===== config.mk =====
export PLATFORM = sky130hd
export DESIGN_NAME = spi_accel_sequencer
export DESIGN_NICKNAME = d
export VERILOG_FILES = /design/src/rtl/spi_accel_sequencer.sv
export SDC_FILE = /design/constraint.sdc
export NUM_CORES = 1
export LEC_CHECK = 0
export CORE_MARGIN = 2
export CORE_UTILIZATION = 50
export CTS_BUF_LIST = sky130_fd_sc_hd__clkbuf_4 sky130_fd_sc_hd__clkbuf_8 sky130_fd_sc_hd__clkbuf_16
export DETAILED_ROUTE_END_ITERATION = 12
export GPL_TIMING_DRIVEN = 0
export PLACE_DENSITY = 0.69
export SYNTH_ARGS = -nofsm -noshare
export SYNTH_HDL_FRONTEND = slang
export SYNTH_SLANG_ARGS = --single-unit

===== constraint.sdc =====
create_clock -name clk -period 2.5 [get_ports clk]
set_input_delay 0.75 -clock clk [delete_from_list [all_inputs] [get_ports clk]]
set_output_delay 0.75 -clock clk [all_outputs]
set_load 0.02 [all_outputs]

===== src/rtl/spi_accel_sequencer.sv =====
// Autonomous SPI mode-3 master that identifies, configures and periodically polls an accelerometer.
// Latency: ID+CFG after reset, then one 56-bit burst read every POLL_DIV (+CLKDIV guard) clocks.
// Backpressure: none; start is honoured only while waiting, and samples are held until the next read.
//
// Ports:
//   clk, reset           single clock domain, synchronous active-high reset
//   start                1-cycle pulse, forces an immediate poll while waiting
//   spi_csn/sck/mosi     SPI master outputs (mode 3, MSB first), spi_miso input
//   accel_x/y/z          latest {H,L} samples, updated only by a completed read
//   sample_valid         1-cycle pulse coincident with the samples updating (csn rising)
//   id_ok / id_err       sticky WHO_AM_I result
//   busy                 mirrors ~spi_csn
module spi_accel_sequencer #(
  parameter int         CLKDIV    = 4,
  parameter int         POLL_DIV  = 100000,
  parameter logic [7:0] CTRL1_VAL = 8'h57,
  parameter logic [7:0] WHOAMI    = 8'h33
) (
  input  logic        clk,
  input  logic        reset,
  input  logic        start,
  output logic        spi_csn,
  output logic        spi_sck,
  output logic        spi_mosi,
  input  logic        spi_miso,
  output logic [15:0] accel_x,
  output logic [15:0] accel_y,
  output logic [15:0] accel_z,
  output logic        sample_valid,
  output logic        id_ok,
  output logic        id_err,
  output logic        busy
);

  localparam int DW = $clog2(CLKDIV + 1);
  localparam int WW = $clog2(POLL_DIV + 1);
  localparam logic [DW-1:0] DIV_LOAD  = DW'(CLKDIV - 1);
  localparam logic [WW-1:0] WAIT_LOAD = WW'(POLL_DIV - 1);

  typedef enum logic [2:0] {
    ST_ID,
    ST_CFG,
    ST_WAIT,
    ST_READ,
    ST_HALT
  } state_t;

  // Frame-engine phase. GAP is the csn-high guard that precedes every frame
  // (and the wait period); IDLE is the poll countdown proper.
  typedef enum logic [2:0] {
    PH_GAP,
    PH_IDLE,
    PH_SETUP,
    PH_LOW,
    PH_HIGH,
    PH_HOLD
  } phase_t;

  state_t state, state_nxt;
  phase_t phase, phase_nxt;

  logic [DW-1:0] div_cnt;
  logic [WW-1:0] wait_cnt;
  logic [5:0]    bit_cnt;
  logic [55:0]   tx_sr;
  logic [47:0]   rx_sr;

  logic          div_zero;
  logic          bit_zero;
  logic          wait_zero;
  logic          id_match;
  logic          frame_start;
  logic          frame_end;
  logic          sck_fall;
  logic          sck_rise;
  logic          wait_load;
  logic          sample_now;
  logic [55:0]   load_word;
  logic [5:0]    load_bits;

  assign div_zero   = (div_cnt == '0);
  assign bit_zero   = (bit_cnt == 6'd0);
  assign wait_zero  = (wait_cnt == '0);
  assign id_match   = (rx_sr[7:0] == WHOAMI);
  // MISO is captured in the first cycle that SCK is high.
  assign sample_now = (phase == PH_HIGH) && (div_cnt == DIV_LOAD);
  assign busy       = ~spi_csn;

  // ---------------------------------------------------------------------------
  // State register
  // ---------------------------------------------------------------------------
  always_ff @(posedge clk) begin
    if (reset) begin
      state <= ST_ID;
      phase <= PH_GAP;
    end else begin
      state <= state_nxt;
      phase <= phase_nxt;
    end
  end

  // ---------------------------------------------------------------------------
  // Next-state logic and frame-engine strobes
  // ---------------------------------------------------------------------------
  always_comb begin
    state_nxt   = state;
    phase_nxt   = phase;
    frame_start = 1'b0;
    frame_end   = 1'b0;
    sck_fall    = 1'b0;
    sck_rise    = 1'b0;
    wait_load   = 1'b0;

    case (phase)
      PH_GAP: begin
        if (div_zero) begin
          if (state == ST_WAIT) begin
            phase_nxt = PH_IDLE;
            wait_load = 1'b1;
          end else if ((state == ST_ID) || (state == ST_CFG)) begin
            phase_nxt   = PH_SETUP;
            frame_start = 1'b1;
          end
          // ST_HALT: parked here with csn high until reset.
        end
      end
      PH_IDLE: begin
        // A start coinciding with expiry still yields a single read.
        if ((state == ST_WAIT) && (start || wait_zero)) begin
          state_nxt   = ST_READ;
          phase_nxt   = PH_SETUP;
          frame_start = 1'b1;
        end
      end
      PH_SETUP: begin
        if (div_zero) begin
          phase_nxt = PH_LOW;
          sck_fall  = 1'b1;
        end
      end
      PH_LOW: begin
        if (div_zero) begin
          phase_nxt = PH_HIGH;
          sck_rise  = 1'b1;
        end
      end
      PH_HIGH: begin
        if (div_zero) begin
          if (bit_zero) begin
            phase_nxt = PH_HOLD;
          end else begin
            phase_nxt = PH_LOW;
            sck_fall  = 1'b1;
          end
        end
      end
      PH_HOLD: begin
        if (div_zero) begin
          phase_nxt = PH_GAP;
          frame_end = 1'b1;
          case (state)
            ST_ID:   state_nxt = id_match ? ST_CFG : ST_HALT;
            ST_CFG:  state_nxt = ST_WAIT;
            ST_READ: state_nxt = ST_WAIT;
            default: state_nxt = state;
          endcase
        end
      end
      default: phase_nxt = PH_GAP;
    endcase
  end

  // Outgoing frame image, left-justified; trailing zeros keep MOSI low after
  // the command/data bits.
  always_comb begin
    load_word = {8'h8F, 48'd0};
    load_bits = 6'd15;
    case (state_nxt)
      ST_CFG: begin
        load_word = {8'h20, CTRL1_VAL, 40'd0};
        load_bits = 6'd15;
      end
      ST_READ: begin
        load_word = {8'hE8, 48'd0};
        load_bits = 6'd55;
      end
      default: begin
        load_word = {8'h8F, 48'd0};
        load_bits = 6'd15;
      end
    endcase
  end

  // ---------------------------------------------------------------------------
  // Datapath: counters, shift registers, SPI pins and results
  // ---------------------------------------------------------------------------
  always_ff @(posedge clk) begin
    if (reset) begin
      div_cnt      <= DIV_LOAD;
      wait_cnt     <= '0;
      bit_cnt      <= 6'd0;
      tx_sr        <= '0;
      rx_sr        <= '0;
      spi_csn      <= 1'b1;
      spi_sck      <= 1'b1;
      spi_mosi     <= 1'b0;
      accel_x      <= 16'd0;
      accel_y      <= 16'd0;
      accel_z      <= 16'd0;
      sample_valid <= 1'b0;
      id_ok        <= 1'b0;
      id_err       <= 1'b0;
    end else begin
      sample_valid <= 1'b0;

      // Every phase change restarts the half-period divider.
      if (phase_nxt != phase) begin
        div_cnt <= DIV_LOAD;
      end else if (!div_zero) begin
        div_cnt <= div_cnt - DW'(1);
      end

      if (wait_load) begin
        wait_cnt <= WAIT_LOAD;
      end else if ((phase == PH_IDLE) && !wait_zero) begin
        wait_cnt <= wait_cnt - WW'(1);
      end

      if (frame_start) begin
        spi_csn <= 1'b0;
        tx_sr   <= load_word;
        bit_cnt <= load_bits;
      end

      if (sck_fall) begin
        spi_sck  <= 1'b0;
        spi_mosi <= tx_sr[55];
        tx_sr    <= {tx_sr[54:0], 1'b0};
      end

      if (sck_rise) begin
        spi_sck <= 1'b1;
      end

      if ((phase == PH_HIGH) && div_zero && !bit_zero) begin
        bit_cnt <= bit_cnt - 6'd1;
      end

      if (sample_now) begin
        rx_sr <= {rx_sr[46:0], spi_miso};
      end

      if (frame_end) begin
        spi_csn  <= 1'b1;
        spi_mosi <= 1'b0;
        if (state == ST_ID) begin
          if (id_match) begin
            id_ok <= 1'b1;
          end else begin
            id_err <= 1'b1;
          end
        end
        // Byte order on the wire: XL,XH,YL,YH,ZL,ZH (command byte already shifted out).
        if (state == ST_READ) begin
          accel_x      <= {rx_sr[39:32], rx_sr[47:40]};
          accel_y      <= {rx_sr[23:16], rx_sr[31:24]};
          accel_z      <= {rx_sr[7:0],   rx_sr[15:8]};
          sample_valid <= 1'b1;
        end
      end
    end
  end

endmodule


==> impl_metrics.ini, run 1 <==
[clock_tree]
clock_path_buffers = 2
cts_made_buffers = 17
clock_sinks = 150
cts_root_buf = clkbuf_16
clk_pin_slew_worst_paths_ns = 0.06
cts_tree = done
cts_hold_buf = 0
h-tree-depth = 4
insertion_delay_ns = 0.43

[final_layout]
fillers = 1043
drive_gt1_share_pct = 7.43
layout.nets = 832
final_cells = 981
n_antenna_cell = 0
postLayoutCellArea_sq_mm = 0.00741
final_util_pct = 62.2
syn_to_final_growth_pct = 22.1

[sta]
max_freq_mhz = 433
period_needed_ns = 2.31
worst_clock_skew_ns = 0.00924
whs_ns = 0.454
grt_setup_unrepaired = false
setup_violations = 0
max-slew-margin-rel_pct = 60.3
setup_slack_ns = 0.192
finalHoldViolCount = 0
worst_pin_slew_ns = 0.595
setup_tns_ns = 0
fin_crit_sh_pct = 92.3
slew_viol_final = 0

[synthesis]
synth.avg_cell_area_sq_um = 8.14
ys_top_cells_by_area = dfxtp_1 50%, nand2_1 13%, a21oi_1 9.8%
synth_edf_count = 0
yosysSeqAreaShare_pct = 49.5
yosys.area.top_type = dfxtp_1
yosysWarnings = 0
synth_ff_type = dfxtp_1
synth-seq-cells = 150
yosysTopAreaCellShare_pct = 49.5
netlist_area_sq_mm = 0.00606
synth_nets = 756
syn_inst = 745
async_reset_ff_share_pct = 0
synth.distinct_cells = 61

[route]
wire_per_inst_um = 15.1
vias_per_cell = 5.59
postRouteAntennaNets = 0
drt-pass1-iter-count = 5
drt_iter0_drc = 399
drt_wl_total_mm = 14.8
drc = 0
vias = 5486

[power]
switchingPower_mw = 1.32
irDropWorstVdd_v = 0.000471
p_sw_share_pct = 24.5
pwr-share-comb_pct = 8.9
leakage_nw = 2.51
clock_power_share_pct = 44.8
power.total_mw = 5.39
power_density_mw_per_mm2 = 728
p_int_mw = 4.07
pwr-share-seq_pct = 46.3

[floorplanning]
dieHeight_um = 114
num_rows = 40
io_pins = 59
fp.dieArea_sq_mm = 0.0130
die_w_um = 114
initial_core_util_pct = 50.9
core_area_sq_mm = 0.0119

[setup_path]
crit_required_ns = 2.83
cp_max_fo = 4
arrival_ns = 2.63
start_kind = register
setup.worst_path.end_class = register
worst-setup-path-type = register to register

[run]
cap_violations = 0

[grt]
antenna_found_initial = 0
grt_max_degree = 17
grt_pass1_vias = 5119
globalRouteOverflowTotal = 0
grt_usage_pct = 23.7
grt_pass1_wl_mm = 24.6

[placed_design]
portBuffers = 57
place_area_sq_mm = 0.00682
place_hpwl_mm = 10.4
numPlacedInstances = 949
pre_cts_slack_ns = -0.183
gp_congestion = 0.864

[outcome]
outcome = finished clean

[min_path]
hp-class = register to register
final cells by class:
class / instances / area (sq um) / area share, %
Sequential cell: 150 / 3000 / 40.5
Multi-Input combinational cell: 532 / 2820 / 38.0
Timing Repair Buffer: 57 / 571 / 7.70
Clock buffer: 20 / 460 / 6.22
Buffer: 50 / 220 / 2.97
Tap cell: 147 / 184 / 2.48
Clock inverter: 12 / 103 / 1.39
Inverter: 13 / 48.8 / 0.659
cells by family (layout without fill, tap and decap cells):
logic type | after synthesis | in the layout | synth area share [%]
flip-flops | 150 | 150 | 49.5
XOR/XNOR | 14 | 14 | 2.02
AO/OA/AOI/OAI | 178 | 178 | 17.1
buffers and inverters | 63 | 152 | 4.35
multiplexers | 2 | 2 | 0.330
adder cells (fa/ha/maj) | 7 | 7 | 1.44
AND/OR/NAND/NOR | 331 | 331 | 25.2
placed cells by master, fill, tap and decap left out, types with 4 or more instances in the layout:
cell / n
nand4_1: 15
o21ai_0: 9
clkbuf_16: 17
nor4_1: 4
inv_1: 13
a21oi_1: 119
clkdlybuf4s50_1: 57
nor2_1: 31
a31oi_1: 16
clkinvlp_4: 4
nand3_1: 15
nand2_1: 216
dfxtp_1: 150
clkinv_2: 5
nor3_1: 6
or3_1: 6
ha_1: 7
o31ai_1: 4
xnor2_1: 5
buf_2: 6
clkbuf_1: 34
nor3b_1: 4
xor2_1: 9
sequential cells by signal (all words and copies together) (netlist names), 3 cells and up:
signal,cells
accel_x,16
accel_y,16
accel_z,16
bit_cnt,6
div_cnt,3
phase,3
rx_sr,48
state,3
tx_sr,16
wait_cnt,17
synthesized netlist by cell type, drive strengths merged, types with 9 or more instances:
library cell	count
a21oi	119
inv	13
nand3	15
o21ai	10
dfxtp	150
clkbuf	39
nor2	31
nand4	16
buf	11
a31oi	16
xor2	9
nand2	216
worst max-delay path: stages, from the launching register on:
cell and delay [ns]:
dfxtp_1 0.38, or4bb_1 0.56, or2_1 0.32, a31oi_1 0.38, o211ai_1 0.24, a221oi_1 0.32
path summary, 6_finish.rpt:
path	from	end	slack (ns)	depth (start not counted)
hold / removal	accel_z[10]	accel_z[10]	0.45	2
setup / recovery	rx_sr[4]	bit_cnt[5]	0.19	5
hold reg to reg	accel_z[10]	accel_z[10]	0.45	2
setup reg to reg	rx_sr[4]	bit_cnt[5]	0.19	5
power by group through the flow:
stage / clock network, mW / logic, mW / registers, mW
6_report: 2.42 / 0.478 / 2.50
5_1_grt: 2.55 / 0.533 / 2.50
4_1_cts: 2.45 / 0.470 / 2.50
3_5_place_dp: 0 / 0.466 / 2.55
3_3_place_gp: 0 / 0.456 / 2.55
2_1_floorplan: 0 / 0.361 / 2.54
layer usage:
metal  vias up  share of wire [%]  track usage, %
met4         0                1.8            9.27
met1      2623                 47            31.7
met3        23                4.4            5.29
met2       143                 47            37.6
li1       2697                  -               -
met5         -                  0               0
timing repair:
action                                  4_1_cts  5_1_grt
cloned                                        0        0
endpoints found under the hold margin         0        0
buffers inserted                              0        0
endpoints found under the setup margin       10       47
resized for setup                             2       11
No activity file was read; power rests on OpenSTA's default activity.
==> run 2, diff against run 1 <==
--- a/config.mk
+++ b/config.mk
@@ -8,9 +8,11 @@
 export CORE_MARGIN = 2
 export CORE_UTILIZATION = 50
 export CTS_BUF_LIST = sky130_fd_sc_hd__clkbuf_4 sky130_fd_sc_hd__clkbuf_8 sky130_fd_sc_hd__clkbuf_16
+export CTS_CLUSTER_SIZE = 20
 export DETAILED_ROUTE_END_ITERATION = 12
 export GPL_TIMING_DRIVEN = 0
-export PLACE_DENSITY = 0.69
+export HOLD_SLACK_MARGIN = 0.15
+export PLACE_DENSITY = 0.71
 export SYNTH_ARGS = -nofsm -noshare
 export SYNTH_HDL_FRONTEND = slang
 export SYNTH_SLANG_ARGS = --single-unit
==> impl_metrics.ini, run 2 (synthesis results as in run 1) <==
[final_layout]
postLayoutCellArea_sq_mm = 0.00744
regArea_sq_mm = 0.00300
n_antenna_cell = 0
fillers = 1070
syn_to_final_growth_pct = 22.6
largest_reg_flops = 48
layout.nets = 833
drive_gt1_share_pct = 7.66
final_cells = 982
mostFrequentLayoutCell = nand2_1
top_register = rx_sr
multi_input_area_sq_mm = 0.00282
reg_top3 = rx_sr (48), wait_cnt (17)
final_util_pct = 62.4
final_cell_mix = 216 x nand2_1, 150 x dfxtp_1, 119 x a21oi_1, 57 x clkdlybuf4s50_1, 34 x clkbuf_1

[placed_design]
gp_congestion = 0.891
place_area_sq_mm = 0.00682
numPlacedInstances = 949
place_hpwl_mm = 10.3
portBuffers = 57

[setup_path]
arrival_ns = 2.64
worstRegToRegCells = 9
start_kind = register
cpMaxStageDelayCell = dfxtp_1
startpoint = wait_cnt[0]
crit_required_ns = 2.85
r2r_start = wait_cnt[0]
setup.worst_path.end_class = register
slowest_delay_ns = 0.39
regToRegSetupSlack_ns = 0.21
cpMostUsedCell = clkbuf_2
r2r_end = tx_sr[48]
worst-setup-path-type = register to register
cp_max_fo = 10
path_cells = inv_1, ha_1, nor4b_2, and4_1, o211ai_1, clkbuf_2, clkbuf_2, nand4_1, a31oi_1

[sta]
finalHoldViolCount = 0
slew_viol_final = 0
fin_crit_sh_pct = 91.7
grt_setup_unrepaired = true
max-slew-margin-rel_pct = 60.2
worst_clock_skew_ns = 0.00725
period_needed_ns = 2.29
max_freq_mhz = 436
setup_violations = 0
whs_ns = 0.453
worst_pin_slew_ns = 0.596

[floorplanning]
num_rows = 40
die_w_um = 114
fp.dieArea_sq_mm = 0.0130
core_area_sq_mm = 0.0119
dieHeight_um = 114
io_pins = 59
initial_core_util_pct = 50.9

[grt]
antenna_found_initial = 0
grt_pass1_vias = 5134
globalRouteOverflowTotal = 0
grt_max_degree = 17
grt_usage_pct = 23.8
grt_pass1_wl_mm = 24.6

[route]
drt-pass1-iter-count = 5
drt_iter0_drc = 329
drc = 0
wire_per_inst_um = 15.1
postRouteAntennaNets = 0
vias_per_cell = 5.60
vias = 5500
drt_wl_total_mm = 14.9

[clock_tree]
clock_sinks = 150
cts_hold_buf = 0
cts_tree = done
insertion_delay_ns = 0.43
h-tree-depth = 4
cts_made_buffers = 17
cts_root_buf = clkbuf_16
clock_path_buffers = 2
clk_pin_slew_worst_paths_ns = 0.06

[min_path]
holdPathStages = 2
hp-class = register to register
hold_start = accel_x[13]
holdPathEnd = accel_x[13]

[power]
power_density_mw_per_mm2 = 736
irDropWorstVdd_v = 0.000373
power.total_mw = 5.47
leakage_nw = 2.53

[outcome]
outcome = finished clean

[run]
cap_violations = 0
==> run 2: power breakdown <==
group,switching (mW),internal [mW]
logic,0.290,0.194
registers,0.0449,2.45
clock network,0.990,1.50
==> run 2: worst max-delay path by stage <==
stage | end | slack (ns) | depth (start not counted)
2_1_floorplan | tx_sr[48] | 0.38 | 9
3_5_place_dp | tx_sr[48] | -0.16 | 6
4_1_cts | tx_sr[48] | 0.04 | 9
5_1_grt | accel_x[3] | -0.0008 | 9
6_report | tx_sr[48] | 0.21 | 9
3_3_place_gp | tx_sr[48] | -0.16 | 6
==> run 2: stage by stage <==
step / setup TNS, ns / setup WS, ns
global route: -0.000800 / -0.000800
finish: 0 / 0.207
global placement: -1.16 / -0.157
detailed placement: -1.10 / -0.162
floorplan: 0 / 0.385
CTS: 0 / 0.0410
==> run 2: cell type report <==
class | count | area share (%)
clock inverters | 13 | 1.77
well taps | 147 | 2.47
flip-flops and latches | 150 | 40.4
multi-input cells | 532 | 38.0
clock buffers | 19 | 6.01
plain buffers | 50 | 2.96
repair buffers | 58 | 7.77
inverters | 13 | 0.656
==> run 2: worst max-delay path: cells and delay by family, from the launching register on <==
kind            cells  cell delay, ns
flops               1            0.39
buf+inv             3            0.65
compound gates      2            0.42
simple gates        3            0.55
fa+ha+maj           1            0.21
==> run 2: layer usage <==
layer	up-vias	part of all wire (%)	track usage [%]	wire, um
met5	-	0	0	0
met4	0	1.2	8.62	182
met3	18	4.1	4.45	613
met2	139	48	38.3	7070
met1	2635	47	32.0	7000
li1	2708	-	-	-
==> run 2: what timing repair did <==
action / in CTS / in global routing
setup endpoints to repair: 7 / 35
setup buffers: 0 / 1
pin swaps: 0 / 1
gates resized for setup: 1 / 11
